===== src/rtl/lsu_ctrl_if.sv =====
// lsu_ctrl_if: core request/response handshake and word-memory port of the load/store unit.
// slave = the LSU itself; master = the core plus data memory around it.
interface lsu_ctrl_if;
    logic        req_valid;
    logic        req_we;
    logic [2:0]  req_funct3;
    logic [31:0] req_addr;
    logic [31:0] req_wdata;
    logic        req_ready;
    logic        rsp_valid;
    logic [31:0] rsp_rdata;
    logic        rsp_err;
    logic [31:0] mem_addr;
    logic [31:0] mem_wdata;
    logic        mem_w_en;
    logic        mem_read_en;
    logic [31:0] mem_rdata;

    modport slave (
        input  req_valid, req_we, req_funct3, req_addr, req_wdata, mem_rdata,
        output req_ready, rsp_valid, rsp_rdata, rsp_err,
               mem_addr, mem_wdata, mem_w_en, mem_read_en
    );

    modport master (
        output req_valid, req_we, req_funct3, req_addr, req_wdata, mem_rdata,
        input  req_ready, rsp_valid, rsp_rdata, rsp_err,
               mem_addr, mem_wdata, mem_w_en, mem_read_en
    );
endinterface


===== src/rtl/lsu_ctrl.sv =====
// lsu_ctrl: RV32I load/store unit in front of a word-wide data memory; sub-word stores use a 2-cycle RMW.
// Optional macro LSU_BOUNDS_CHECK_EN: byte addresses beyond DEPTH words are reported as errors.
module lsu_ctrl #(
    parameter int unsigned DEPTH = 512,
    parameter int unsigned AW    = $clog2(DEPTH)
) (
    input  logic      clk,
    input  logic      rst,
    lsu_ctrl_if.slave bus
);
    typedef enum logic {IDLE, RMW_WR} state_t;

    state_t        state, state_nxt;
    logic [AW-1:0] idx_q;
    logic [31:0]   merge_q;
    logic          rsp_valid_q, rsp_err_q;
    logic [31:0]   rsp_rdata_q;

    logic [AW-1:0] req_idx;
    logic          ready, accept;
    logic          is_half, is_word, subword_st;
    logic          invalid, misaligned, out_of_range, req_err;
    logic [7:0]    lane_b;
    logic [15:0]   lane_h;
    logic [31:0]   load_data, merged;

    assign req_idx    = bus.req_addr[AW+1:2];
    assign is_half    = (bus.req_funct3[1:0] == 2'b01);
    assign is_word    = (bus.req_funct3[1:0] == 2'b10);
    assign subword_st = bus.req_we & ~is_word;

`ifdef LSU_BOUNDS_CHECK_EN
    assign out_of_range = |bus.req_addr[31:AW+2];
`else
    logic addr_hi_unused;
    assign addr_hi_unused = |bus.req_addr[31:AW+2];
    assign out_of_range   = 1'b0;
`endif

    assign invalid = bus.req_we ? (bus.req_funct3[2] | (bus.req_funct3[1:0] == 2'b11))
                                : ((bus.req_funct3[1:0] == 2'b11) | (bus.req_funct3[2:1] == 2'b11));
    assign misaligned = (is_half & bus.req_addr[0]) | (is_word & (|bus.req_addr[1:0]));
    assign req_err    = invalid | misaligned | out_of_range;

    assign ready  = (state == IDLE) & ~rst;
    assign accept = bus.req_valid & ready;

    always_comb begin
        lane_b = bus.mem_rdata[{bus.req_addr[1:0], 3'b000} +: 8];
        lane_h = bus.req_addr[1] ? bus.mem_rdata[31:16] : bus.mem_rdata[15:0];
        case (bus.req_funct3)
            3'b000:  load_data = {{24{lane_b[7]}}, lane_b};
            3'b001:  load_data = {{16{lane_h[15]}}, lane_h};
            3'b100:  load_data = {24'h0, lane_b};
            3'b101:  load_data = {16'h0, lane_h};
            default: load_data = bus.mem_rdata;
        endcase
        // Only the addressed lane is replaced; the rest of the word comes from the current read.
        merged = bus.mem_rdata;
        if (is_half) merged[{bus.req_addr[1], 4'b0000} +: 16] = bus.req_wdata[15:0];
        else         merged[{bus.req_addr[1:0], 3'b000} +: 8] = bus.req_wdata[7:0];
    end

    always_comb begin
        state_nxt       = state;
        bus.mem_addr    = {{(32-AW){1'b0}}, req_idx};
        bus.mem_wdata   = bus.req_wdata;
        bus.mem_w_en    = 1'b0;
        bus.mem_read_en = 1'b0;
        unique case (state)
            IDLE: begin
                if (accept && !req_err) begin
                    bus.mem_read_en = ~bus.req_we | subword_st;
                    bus.mem_w_en    = bus.req_we & is_word;
                    if (subword_st) state_nxt = RMW_WR;
                end
            end
            RMW_WR: begin
                bus.mem_addr  = {{(32-AW){1'b0}}, idx_q};
                bus.mem_wdata = merge_q;
                bus.mem_w_en  = ~rst;
                state_nxt     = IDLE;
            end
            default: state_nxt = IDLE;
        endcase
    end

    always_ff @(posedge clk) begin
        if (rst) begin
            state       <= IDLE;
            rsp_valid_q <= 1'b0;
            rsp_err_q   <= 1'b0;
            rsp_rdata_q <= '0;
            idx_q       <= '0;
            merge_q     <= '0;
        end else begin
            state       <= state_nxt;
            rsp_valid_q <= 1'b0;
            if (state == RMW_WR) begin
                rsp_valid_q <= 1'b1;
                rsp_err_q   <= 1'b0;
                rsp_rdata_q <= '0;
            end else if (accept) begin
                if (subword_st && !req_err) begin
                    idx_q   <= req_idx;
                    merge_q <= merged;
                end else begin
                    rsp_valid_q <= 1'b1;
                    rsp_err_q   <= req_err;
                    rsp_rdata_q <= (req_err || bus.req_we) ? '0 : load_data;
                end
            end
        end
    end

    assign bus.req_ready = ready;
    assign bus.rsp_valid = rsp_valid_q;
    assign bus.rsp_err   = rsp_err_q;
    assign bus.rsp_rdata = rsp_rdata_q;
endmodule

===== src/flat_wrapper.sv =====
// flat-port wrapper written by rule: the top's interface ports become plain ports
module lsu_ctrl_flat 
#(
    parameter int unsigned DEPTH = 512,
    parameter int unsigned AW    = $clog2(DEPTH)
)
  (clk, rst, bus_req_valid, bus_req_we, bus_req_funct3, bus_req_addr, bus_req_wdata, bus_mem_rdata, bus_req_ready, bus_rsp_valid, bus_rsp_rdata, bus_rsp_err, bus_mem_addr, bus_mem_wdata, bus_mem_w_en, bus_mem_read_en);
  lsu_ctrl_if bus_i ();
  input  logic clk;
  input  logic rst;
  input wire logic [$bits(bus_i.req_valid)-1:0] bus_req_valid;
  input wire logic [$bits(bus_i.req_we)-1:0] bus_req_we;
  input wire logic [$bits(bus_i.req_funct3)-1:0] bus_req_funct3;
  input wire logic [$bits(bus_i.req_addr)-1:0] bus_req_addr;
  input wire logic [$bits(bus_i.req_wdata)-1:0] bus_req_wdata;
  input wire logic [$bits(bus_i.mem_rdata)-1:0] bus_mem_rdata;
  output wire logic [$bits(bus_i.req_ready)-1:0] bus_req_ready;
  output wire logic [$bits(bus_i.rsp_valid)-1:0] bus_rsp_valid;
  output wire logic [$bits(bus_i.rsp_rdata)-1:0] bus_rsp_rdata;
  output wire logic [$bits(bus_i.rsp_err)-1:0] bus_rsp_err;
  output wire logic [$bits(bus_i.mem_addr)-1:0] bus_mem_addr;
  output wire logic [$bits(bus_i.mem_wdata)-1:0] bus_mem_wdata;
  output wire logic [$bits(bus_i.mem_w_en)-1:0] bus_mem_w_en;
  output wire logic [$bits(bus_i.mem_read_en)-1:0] bus_mem_read_en;
  assign bus_i.req_valid = bus_req_valid;
  assign bus_i.req_we = bus_req_we;
  assign bus_i.req_funct3 = bus_req_funct3;
  assign bus_i.req_addr = bus_req_addr;
  assign bus_i.req_wdata = bus_req_wdata;
  assign bus_i.mem_rdata = bus_mem_rdata;
  assign bus_req_ready = bus_i.req_ready;
  assign bus_rsp_valid = bus_i.rsp_valid;
  assign bus_rsp_rdata = bus_i.rsp_rdata;
  assign bus_rsp_err = bus_i.rsp_err;
  assign bus_mem_addr = bus_i.mem_addr;
  assign bus_mem_wdata = bus_i.mem_wdata;
  assign bus_mem_w_en = bus_i.mem_w_en;
  assign bus_mem_read_en = bus_i.mem_read_en;
  lsu_ctrl #(.DEPTH(DEPTH), .AW(AW)) u_core (.clk(clk), .rst(rst), .bus(bus_i));
endmodule

===== config.mk =====
export PLATFORM = sky130hd
export DESIGN_NAME = lsu_ctrl_flat
export DESIGN_NICKNAME = d
export VERILOG_FILES = /design/src/rtl/lsu_ctrl_if.sv /design/src/rtl/lsu_ctrl.sv /design/src/flat_wrapper.sv
export SDC_FILE = /design/constraint.sdc
export NUM_CORES = 1
export LEC_CHECK = 0
export CAP_MARGIN = 20
export CORE_MARGIN = 4
export CORE_UTILIZATION = 40
export CTS_BUF_LIST = sky130_fd_sc_hd__clkbuf_2 sky130_fd_sc_hd__clkbuf_4 sky130_fd_sc_hd__clkbuf_8
export DETAILED_ROUTE_END_ITERATION = 10
export PLACE_DENSITY_LB_ADDON = 0.12
export SKIP_CTS_REPAIR_TIMING = 1
export SLEW_MARGIN = 20
export SYNTH_ARGS = -nofsm -noshare
export SYNTH_HDL_FRONTEND = slang
export SYNTH_SLANG_ARGS = --single-unit

===== constraint.sdc =====
create_clock -name clk -period 3.9 [get_ports clk]
set_input_delay 0.975 -clock clk [delete_from_list [all_inputs] [get_ports clk]]
set_output_delay 0.975 -clock clk [all_outputs]
set_load 0.02 [all_outputs]

# Yosys cells after proc, flatten, opt, wreduce, memory -nomap -nowiden
# Cells that the tools add are included.
# W data, S select, Z words.
[classes] mux=19 eq_ne=7 bitwise_logic=16 n_reduce_logical=9 n_shift=5 add_sub_neg=2
[op_table] cell="$pmux W32 S4" count=1
[op_table] cell="$mux W32" count=3
[op_table] cell="$bwmux W32" count=2
[op_table] cell="$shift A16 B7 Y32 const A" count=1
[op_table] cell="$shift A8 B7 Y32 const A" count=1
[op_table] cell="$shiftx A16 B7 Y32" count=1
[op_table] cell="$shiftx A32 B6 Y8" count=1
[op_table] cell="$shiftx A8 B7 Y32" count=1
[op_table] cell="$mux W16" count=1
[op_table] cell="$neg A5 Y7" count=2
[op_table] cell="$mux W1" count=9
[op_table] cell="$mux W9" count=1
[op_table] cell="$and A1 B1 Y1" count=6
[op_table] cell="$eq A2 B2 Y1 const B" count=3
[op_table] cell="$eq A3 B3 Y1 const B" count=2
[op_table] cell="$not A1 Y1" count=5
[op_table] cell="$or A1 B1 Y1" count=5
[op_table] cell="$pmux W1 S2" count=2
[op_table] cell="$reduce_or A2 Y1" count=2
[op_table] cell="$eq A3 B1 Y1 const B" count=1
[op_table] cell="$logic_not A3 Y1" count=1
[op_table] cell="$reduce_and A3 Y1" count=1
[op_table] cell="$eq A2 B1 Y1 const B" count=1
[op_table] cell="$logic_and A1 B1 Y1" count=2
[op_table] cell="other kinds (3)" count=3
[word_totals] out_inout_bits=101 word_cells=64 regBits=76 input_bits=103

# Longest topological paths before layout
# Gate-level depths: netlist (run 1).
[logic_depth] depth_word=9 depth_mapped=9 depth_no_buf=6

# Worst setup path before layout (run 1)
# Ideal clock, no wire load.
[synth_path] kind="input to output" start="input port bus_req_addr[1]" end="output port bus_mem_w_en" required_ns=2.925 path_stages=7 t_arrival_ns=2.439 slack_ns=0.486 cell_sequence="clkinv_1 -> clkbuf_1 -> ha_1 -> nor2b_1 -> o211ai_1 -> nand2b_1 -> o22ai_1"
[synth_via] elab_chain_len=8
[synth_lines] element="start: declaration" line="flat_wrapper.sv:14" text="input wire logic [$bits(bus_i.req_addr)-1:0] bus_req_addr;"
[synth_lines] element="$reduce_or A2 Y1" line="lsu_ctrl.sv:42" text="assign misaligned = (is_half & bus.req_addr[0]) | (is_word & (|bus.req_addr[1:0]));"
[synth_lines] element="$and A1 B1 Y1" line="lsu_ctrl.sv:42"
[synth_lines] element="$or A1 B1 Y1" line="lsu_ctrl.sv:42"
[synth_lines] element="$or A1 B1 Y1" line="lsu_ctrl.sv:43" text="assign req_err = invalid | misaligned | out_of_range;"
[synth_lines] element="$logic_not A1 Y1" line="lsu_ctrl.sv:72" text="if (accept && !req_err) begin"
[synth_lines] element="$logic_and A1 B1 Y1" line="lsu_ctrl.sv:72"
[synth_lines] element="$mux W1" line="lsu_ctrl.sv:72"
[synth_lines] element="$pmux W1 S2" line="lsu_ctrl.sv:70" text="unique case (state)"
[synth_lines] element="end: declaration" line="flat_wrapper.sv:23" text="output wire logic [$bits(bus_i.mem_w_en)-1:0] bus_mem_w_en;"
# Every way passes these cells.

# Worst setup path after layout (run 1)
# Ends and elaborated chain as after synthesis.

==> results.cfg, run 1 <==
[synthesis]
synth-simple-area-share_pct = 20.8
synth-seq-cells = 76
syn-cell-area_sq_mm = 0.00477
yosysWarnings = 0
yosysTopAreaCellShare_pct = 31.9
async_reset_ff_share_pct = 0
ys_seq_area_share_pct = 31.9
synth-xor-area-share_pct = 0
synth.area.top_cells = dfxtp_1 32%, mux2_2 12%, nand2_1 5.4%
ys.flop_type = dfxtp_1
postSynthAreaPerCell_sq_um = 8.45
synth_top_family_by_area = compound AO/OA/AOI/OAI gates
synthMuxAreaShare_pct = 13.7
synthDistinctLibCells = 51
synth_edf_count = 0
synthAdderAreaFrac_pct = 1.31
synthesis.instances = 564
synth-compound-area-share_pct = 22.9
synth_top_cell_by_area = dfxtp_1

[cells_and_area]
antenna_cells = 0
layout-drive-gt1-share_pct = 13.8
nets = 812
final_cell_mix = 156 x clkdlybuf4s50_1, 75 x dfxtp_1, 68 x nand2_1
fillers = 1090
final_cells = 852
final_common_cell = clkdlybuf4s50_1
synthToLayoutAreaGrowth_pct = 38.6

[sta]
slew_violations = 0
fin_crit_sh_pct = 90.6
hold_viol_final = 0
fmax_ghz = 0.283
setup_violations = 0
rsz0062_at_grt = no
tightest_slew_ns = 1.00
post-route-min-period_ns = 3.53
slew_headroom_pct = 32.7
skew_ns = 0.00784
setup_tns_ns = 0

[routing]
drc = 0
wl_met3_microns = 1190
detail-route-antenna-nets = 0
wl_met2_microns = 8060
viasPerCell = 5.62
drt-pass1-iter-count = 7
wl_met1_microns = 7080
drt_iter0_markers = 293
num_vias = 4791
wl_per_cell_microns = 19.7
wl_microns = 16800
top_layer = met4

[floorplan]
rows = 39
core-area_sq_mm = 0.0115
die_width_microns = 117
chipHeight_microns = 117
dieArea_sq_mm = 0.0137
boundaryPins = 204
start_util_pct = 41.4

[placement]
place.detailed.hpwl_microns = 12500
placed_cells = 836
port_buffers = 159
place.gp.congestion = 0.874

[power_and_ir_drop]
switching_power_mw = 0.595
p_int_mw = 1.37
ir_drop_v = 0.000168
pwr-share-clk_pct = 35.5
leakagePower_nw = 2.50
seq_power_share_pct = 40.6
power_density_mw_per_mm2 = 297
power.share.combinational_pct = 23.9
swShare_pct = 30.3

[clocking]
clock_path_buffers = 2
path_clk_slew_ns = 0.08
clock_sinks = 76
cts_tree = done
root_buffer = clkbuf_8
cts_made_buffers = 9
htree_levels = 3
insertion_delay_ns = 0.38

[critical_path]
critPathKind = primary input to output port
cp.required_ns = 2.92
path_max_fanout = 2
cpPeakStageDelay_ns = 0.48
slowest_stage = clkdlybuf4s50_1
arrival_ns = 2.56
crit_start = bus_req_addr[1]
timing.rr.start = u_core.state$_SDFF_PP0_
crit_chain = clkdlybuf4s50_1 > clkinv_1 > ha_1 > nor2b_1 > o211ai_1 > nand2b_1 > o22ai_1 > dlymetal6s2s_1
endpoint_kind = output port
cp-start-kind = primary input

[grt]
track_usage_pct = 24.0
grt_pass1_wl_microns = 25200
grt_overflow = 0
grt_pass1_vias = 4622
antenna_found_initial = 0
grt_max_degree = 49

[outcome]
status = finished clean

[min_path]
hp-class = flop to flop
min_from = u_core.merge_q[8]$_SDFFE_PP0P_

[flow_run]
max_cap_viol_count = 0
==> cell type report <==
cell class	instances	area, sq um	share of cell area [%]
inverter	16	60.1	0.909
clock buffer	9	124	1.87
timing repair buffer	176	1730	26.1
clock inverter	7	100	1.51
sequential	76	1530	23.1
multi-input combinational	425	2890	43.8
tap	143	179	2.71
==> kinds of logic (layout without fill, tap and decap cells) <==
family	Yosys count	in the layout
adders and majority gates	5	5
other	1	23
buffers and inverters	85	208
AOI/OAI and AO/OA	137	137
DFF	76	76
muxes	59	59
and+or+nand+nor	201	201
==> power groups by stage <==
stage,Sequential [mW],Combinational (mW),Clock (mW)
2_1_floorplan,0.823,0.250,0
3_3_place_gp,0.817,0.460,0
3_5_place_dp,0.818,0.465,0
4_1_cts,0.799,0.468,0.714
5_1_grt,0.801,0.499,0.748
6_report,0.799,0.469,0.697
==> critical path: cells and delay by family <==
kind	cells	cell delay [ns]
fa+ha+maj	1	0.22
compound gates	2	0.28
buf+inv	3	0.78
simple gates	2	0.31
==> flip-flops by register name, indices dropped and copies added (netlist names) <==
register and count:
u_core.bus.rsp_rdata 32, u_core.merge_q 32, u_core.idx_q 9, u_core.bus.rsp_err 1
u_core.bus.rsp_valid 1, u_core.state 1
==> cell usage after synthesis, types with 2 or more instances <==
cell,instances
o22ai_1,9
mux2i_1,8
ha_1,5
a32o_1,8
nor3_1,18
a2111oi_0,14
a31oi_1,8
clkbuf_1,29
a22o_1,16
buf_6,2
a21oi_2,2
nor2b_1,11
nor2_1,38
dfxtp_1,76
buf_1,3
a21oi_1,18
nand2_1,68
mux2_2,51
o211ai_1,9
nand3_1,13
o21ai_0,9
a21o_1,8
nor4_1,7
a221oi_1,24
buf_4,25
inv_1,14
nand2b_1,28
nor3b_1,3
a22oi_1,2
clkinv_1,2
buf_2,10
and2_1,7
==> final timing paths <==
kind                                          to  slack, ns  cells after the start
setup / recovery                    bus_mem_w_en       0.37                      8
setup reg to reg    u_core.idx_q[2]$_SDFFE_PP0P_       1.26                      6
hold / removal    u_core.merge_q[8]$_SDFFE_PP0P_       0.46                      2
hold reg to reg   u_core.merge_q[8]$_SDFFE_PP0P_       0.46                      2
==> metrics by stage <==
| stage | setup slack (ns) | util [%] | power [mW] | area [sq um] | hold slack (ns) |
|---|---|---|---|---|---|
| floorplan | 0.486 | - | 1.07 | 4850 | 0.428 |
| global placement | 0.0655 | 55.2 | 1.28 | 6360 | 0.440 |
| detailed placement | 0.00726 | 55.4 | 1.28 | 6380 | 0.442 |
| CTS | -0.0224 | 57.3 | 1.98 | 6600 | 0.457 |
| global route | 0.262 | 57.4 | 2.05 | 6610 | 0.479 |
| finish | 0.368 | 57.4 | 1.96 | 6610 | 0.456 |
==> routing by layer <==
metal  up-vias  global-route usage (%)
met5         -                       0
met2       190                    39.7
met1      2279                    30.5
li1       2297                       -
met4         0                    10.0
met3        25                    4.83
No activity file was read; power rests on OpenSTA's default activity.
==> run 2, diff against run 1 <==
--- a/config.mk
+++ b/config.mk
@@ -10,6 +10,7 @@
 export CORE_UTILIZATION = 40
 export CTS_BUF_LIST = sky130_fd_sc_hd__clkbuf_2 sky130_fd_sc_hd__clkbuf_4 sky130_fd_sc_hd__clkbuf_8
 export DETAILED_ROUTE_END_ITERATION = 10
+export HOLD_SLACK_MARGIN = 0.15
 export PLACE_DENSITY_LB_ADDON = 0.12
 export SKIP_CTS_REPAIR_TIMING = 1
 export SLEW_MARGIN = 20
==> constraint.sdc (replaced) <==
create_clock -name clk -period 3.8 [get_ports clk]
set_input_delay 0.95 -clock clk [delete_from_list [all_inputs] [get_ports clk]]
set_output_delay 0.95 -clock clk [all_outputs]
set_load 0.02 [all_outputs]
==> results.cfg, run 2 (same netlist as run 1, synthesis figures left out) <==
[outcome]
status = finished clean

[routing]
wl_met3_microns = 1190
wl_met1_microns = 6970
drc = 0
wl_microns = 16400
drt-pass1-iter-count = 4
viasPerCell = 5.57
detail-route-antenna-nets = 0
wl_per_cell_microns = 19.1
drt_iter0_markers = 333
wl_met2_microns = 7960
num_vias = 4777
top_layer = met4

[cells_and_area]
final_cell_mix = 156 x clkdlybuf4s50_1, 75 x dfxtp_1, 68 x nand2_1
nets = 818
layout-drive-gt1-share_pct = 14.5
synthToLayoutAreaGrowth_pct = 38.7
post-route-util_pct = 57.4
antenna_cells = 0
final_common_cell = clkdlybuf4s50_1
fillers = 1089

[critical_path]
cpLargestDelayFamily = buffers and inverters
cp_num_buf_inv = 3
crit_chain = clkdlybuf4s50_1 > inv_1 > ha_1 > nor2b_1 > o211ai_1 > nand2b_1 > nor2b_1 > dlymetal6s2s_1
cp-start-kind = primary input
slowest_stage = clkdlybuf4s50_1
crit_top_cell = nor2b_1
cpPeakStageDelay_ns = 0.42
cp.required_ns = 2.85
endpoint_kind = output port
critPathKind = primary input to output port
arrival_ns = 2.51
path_max_fanout = 2

[clocking]
path_clk_slew_ns = 0.08
clock_sinks = 76
root_buffer = clkbuf_8
htree_levels = 3
cts_tree = done
clock_path_buffers = 2
insertion_delay_ns = 0.36
cts_made_buffers = 9

[sta]
fmax_ghz = 0.289
slew_headroom_pct = 45.9
post-route-min-period_ns = 3.46
fin_crit_sh_pct = 91.1
slew_violations = 0
rsz0062_at_grt = no
skew_ns = 0.00442
tightest_slew_ns = 0.806
setup_violations = 0
hold_viol_final = 0
setup_tns_ns = 0

[grt]
grt_pass1_vias = 4606
grt_max_degree = 48
track_usage_pct = 23.4
antenna_found_initial = 0
grt_overflow = 0
grt_pass1_wl_microns = 25000

[floorplan]
core-area_sq_mm = 0.0115
dieArea_sq_mm = 0.0137
boundaryPins = 204
chipHeight_microns = 117
die_width_microns = 117
start_util_pct = 41.4
rows = 39

[power_and_ir_drop]
power_density_mw_per_mm2 = 286
leakagePower_nw = 2.51
ir_drop_v = 0.000205

[placement]
port_buffers = 159
place.detailed.hpwl_microns = 12300
place.gp.congestion = 0.881

[min_path]
hp-class = flop to flop

[flow_run]
max_cap_viol_count = 0
[run 2: layer usage]
layer / GRT usage [%] / up-vias
li1: - / 2309
met1: 30.5 / 2249
met2: 39.5 / 195
met3: 4.94 / 24
met4: 6.12 / 0
met5: 0 / -
[run 2: through the flow]
stage	cells	hold slack (ns)	area, sq um	power [mW]	worst slack [ns]
3_5_place_dp	842	0.440	6420	1.32	-0.0255
2_1_floorplan	586	0.428	4850	1.10	0.436
5_1_grt	858	0.476	6610	1.97	0.155
3_3_place_gp	841	0.439	6410	1.31	-0.0156
4_1_cts	858	0.458	6600	1.90	-0.0575
6_report	858	0.457	6610	1.89	0.337
[run 2: final cells by class]
type	instances	area, sq um	area share (%)
Multi-Input combinational cell	425	2890	43.8
Timing Repair Buffer	182	1770	26.8
Sequential cell	76	1520	23.0
Tap cell	143	179	2.71
Clock buffer	11	145	2.20
Inverter	16	60.1	0.909
Clock inverter	5	37.5	0.568
[run 2: final timing paths]
check                                  startpoint  cells past startpoint                         endpoint  slack [ns]
setup / recovery                  bus_req_addr[0]                      8                  bus_mem_read_en        0.34
hold reg to reg   u_core.merge_q[13]$_SDFFE_PP0P_                      2  u_core.merge_q[13]$_SDFFE_PP0P_        0.46
hold / removal    u_core.merge_q[13]$_SDFFE_PP0P_                      2  u_core.merge_q[13]$_SDFFE_PP0P_        0.46
setup reg to reg          u_core.state$_SDFF_PP0_                      6     u_core.idx_q[6]$_SDFFE_PP0P_        1.59
[run 2: worst reg2reg max path: cells and delay by family, from the launching register on]
| kind | cells | cell delay [ns] |
|---|---|---|
| flops | 1 | 0.58 |
| compound gates | 1 | 0.06 |
| simple gates | 3 | 0.36 |
| buf+inv | 2 | 1.09 |
[run 2: power breakdown]
group	internal [mW]	switching [mW]
Clock	0.264	0.322
Sequential	0.810	0.00818
Combinational	0.224	0.262
Total	1.30	0.592
==> run 3, diff against run 2 <==
==> constraint.sdc (replaced) <==
create_clock -name clk -period 3 [get_ports clk]
set_input_delay 0.75 -clock clk [delete_from_list [all_inputs] [get_ports clk]]
set_output_delay 0.75 -clock clk [all_outputs]
set_load 0.02 [all_outputs]
==> results.cfg, run 3 (same netlist as run 1, synthesis figures left out) <==
[floorplan]
dieArea_sq_mm = 0.0137
rows = 39
chipHeight_microns = 117
die_width_microns = 117
boundaryPins = 204
start_util_pct = 41.4
core-area_sq_mm = 0.0115

[clocking]
htree_levels = 3
insertion_delay_ns = 0.35
root_buffer = clkbuf_8
clock_path_buffers = 2
cts_tree = done
cts_made_buffers = 9
path_clk_slew_ns = 0.08
clock_sinks = 76

[grt]
antenna_found_initial = 0
track_usage_pct = 24.1
grt_pass1_wl_microns = 25800
grt_pass1_vias = 4864
grt_overflow = 0
grt_max_degree = 49

[critical_path]
cp.required_ns = 2.25
cp-start-kind = primary input
arrival_ns = 2.11
endpoint_kind = output port
cpPeakStageDelay_ns = 0.62
crit_chain = clkdlybuf4s50_1 > mux2_2 > clkdlybuf4s50_1
path_max_fanout = 3
crit_top_cell = clkdlybuf4s50_1
critPathKind = primary input to output port
cp_num_buf_inv = 2
cpLargestDelayFamily = buffers and inverters
slowest_stage = clkdlybuf4s50_1

[routing]
drt_iter0_markers = 267
num_vias = 4991
detail-route-antenna-nets = 0
drc = 0
drt-pass1-iter-count = 5
wl_microns = 17000
wl_per_cell_microns = 19.3
viasPerCell = 5.65

[sta]
fmax_ghz = 0.350
slew_headroom_pct = 48.1
setup_violations = 0
tightest_slew_ns = 0.779
fin_crit_sh_pct = 95.2
post-route-min-period_ns = 2.86
skew_ns = 0.0122
slew_violations = 0
hold_viol_final = 0
rsz0062_at_grt = no

[flow_run]
max_cap_viol_count = 0

[placement]
place.detailed.hpwl_microns = 12800
dpl_cell_area_sq_mm = 0.00662
placed_cells = 865
place.gp.congestion = 0.881
port_buffers = 159

[min_path]
hp-class = flop to flop

[cells_and_area]
synthToLayoutAreaGrowth_pct = 44.3
antenna_cells = 0
final_cell_mix = 154 x clkdlybuf4s50_1, 75 x dfxtp_1, 68 x nand2_1
finish.instance_area_sq_mm = 0.00688
final_cells = 883
final_common_cell = clkdlybuf4s50_1
fillers = 1034
layout-drive-gt1-share_pct = 18.1
nets = 843

[power_and_ir_drop]
power_density_mw_per_mm2 = 376
total_power_mw = 2.59
ir_drop_v = 0.000207
leakagePower_nw = 2.65

[outcome]
status = finished clean
==> run 3: cell count changes in the layout (fill, tap and decap cells not counted), sizes merged <==
cell,before,now
buf,24,50
bufinv,0,2
clkbuf,11,12
clkdlybuf4s50,156,154
clkinv,5,1
inv,14,16
==> run 3: layer usage <==
metal | vias up | share of wire, % | global-route usage (%)
li1 | 2352 | - | -
met1 | 2413 | 41 | 30.6
met2 | 203 | 50 | 41.6
met3 | 23 | 7.1 | 4.73
met4 | 0 | 1.9 | 6.96
met5 | - | 0 | 0
==> run 3: per-stage QoR <==
stage	worst slack [ns]	hold WS [ns]	TNS [ns]	utilization (%)
finish	0.144	0.456	0	59.7
floorplan	0.0361	0.428	0	-
global route	0.126	0.483	0	59.7
CTS	-0.427	0.460	-0.834	59.5
global placement	-0.414	0.439	-5.58	57.5
detailed placement	-0.412	0.443	-6.07	57.5
==> run 3: area by class of cell <==
cell class | instances | area, sq um | area share, %
clock inverters | 5 | 83.8 | 1.22
repair buffers | 207 | 1990 | 28.9
clock buffers | 11 | 139 | 2.02
flip-flops and latches | 76 | 1530 | 22.2
multi-input cells | 425 | 2900 | 42.2
inverters | 16 | 60.1 | 0.873
well taps | 143 | 179 | 2.60
==> run 3: path summary, 6_finish.rpt <==
| kind | start | to | slack [ns] | cells after the start |
|---|---|---|---|---|
| setup / recovery | bus_req_wdata[9] | bus_mem_wdata[9] | 0.14 | 3 |
| hold / removal | u_core.bus.rsp_rdata[9]$_SDFFE_PP0P_ | u_core.bus.rsp_rdata[9]$_SDFFE_PP0P_ | 0.46 | 1 |
| setup reg to reg | u_core.state$_SDFF_PP0_ | u_core.merge_q[28]$_SDFFE_PP0P_ | 0.87 | 6 |
| hold reg to reg | u_core.bus.rsp_rdata[9]$_SDFFE_PP0P_ | u_core.bus.rsp_rdata[9]$_SDFFE_PP0P_ | 0.46 | 1 |
==> run 3: worst reg2reg max path, cell delays in order, from the launching register on <==
cell and delay, ns:
dfxtp_4 0.43, nor3b_1 0.44, buf_4 0.18, nand3_1 0.11, buf_12 0.20, a2111oi_0 0.53, nor4_1 0.10
==> run 3: power by group <==
part / switching [mW] / total [mW] / internal (mW)
sequential: 0.0102 / 1.04 / 1.03
combinational: 0.341 / 0.649 / 0.308
clock: 0.411 / 0.901 / 0.491
total: 0.762 / 2.59 / 1.82
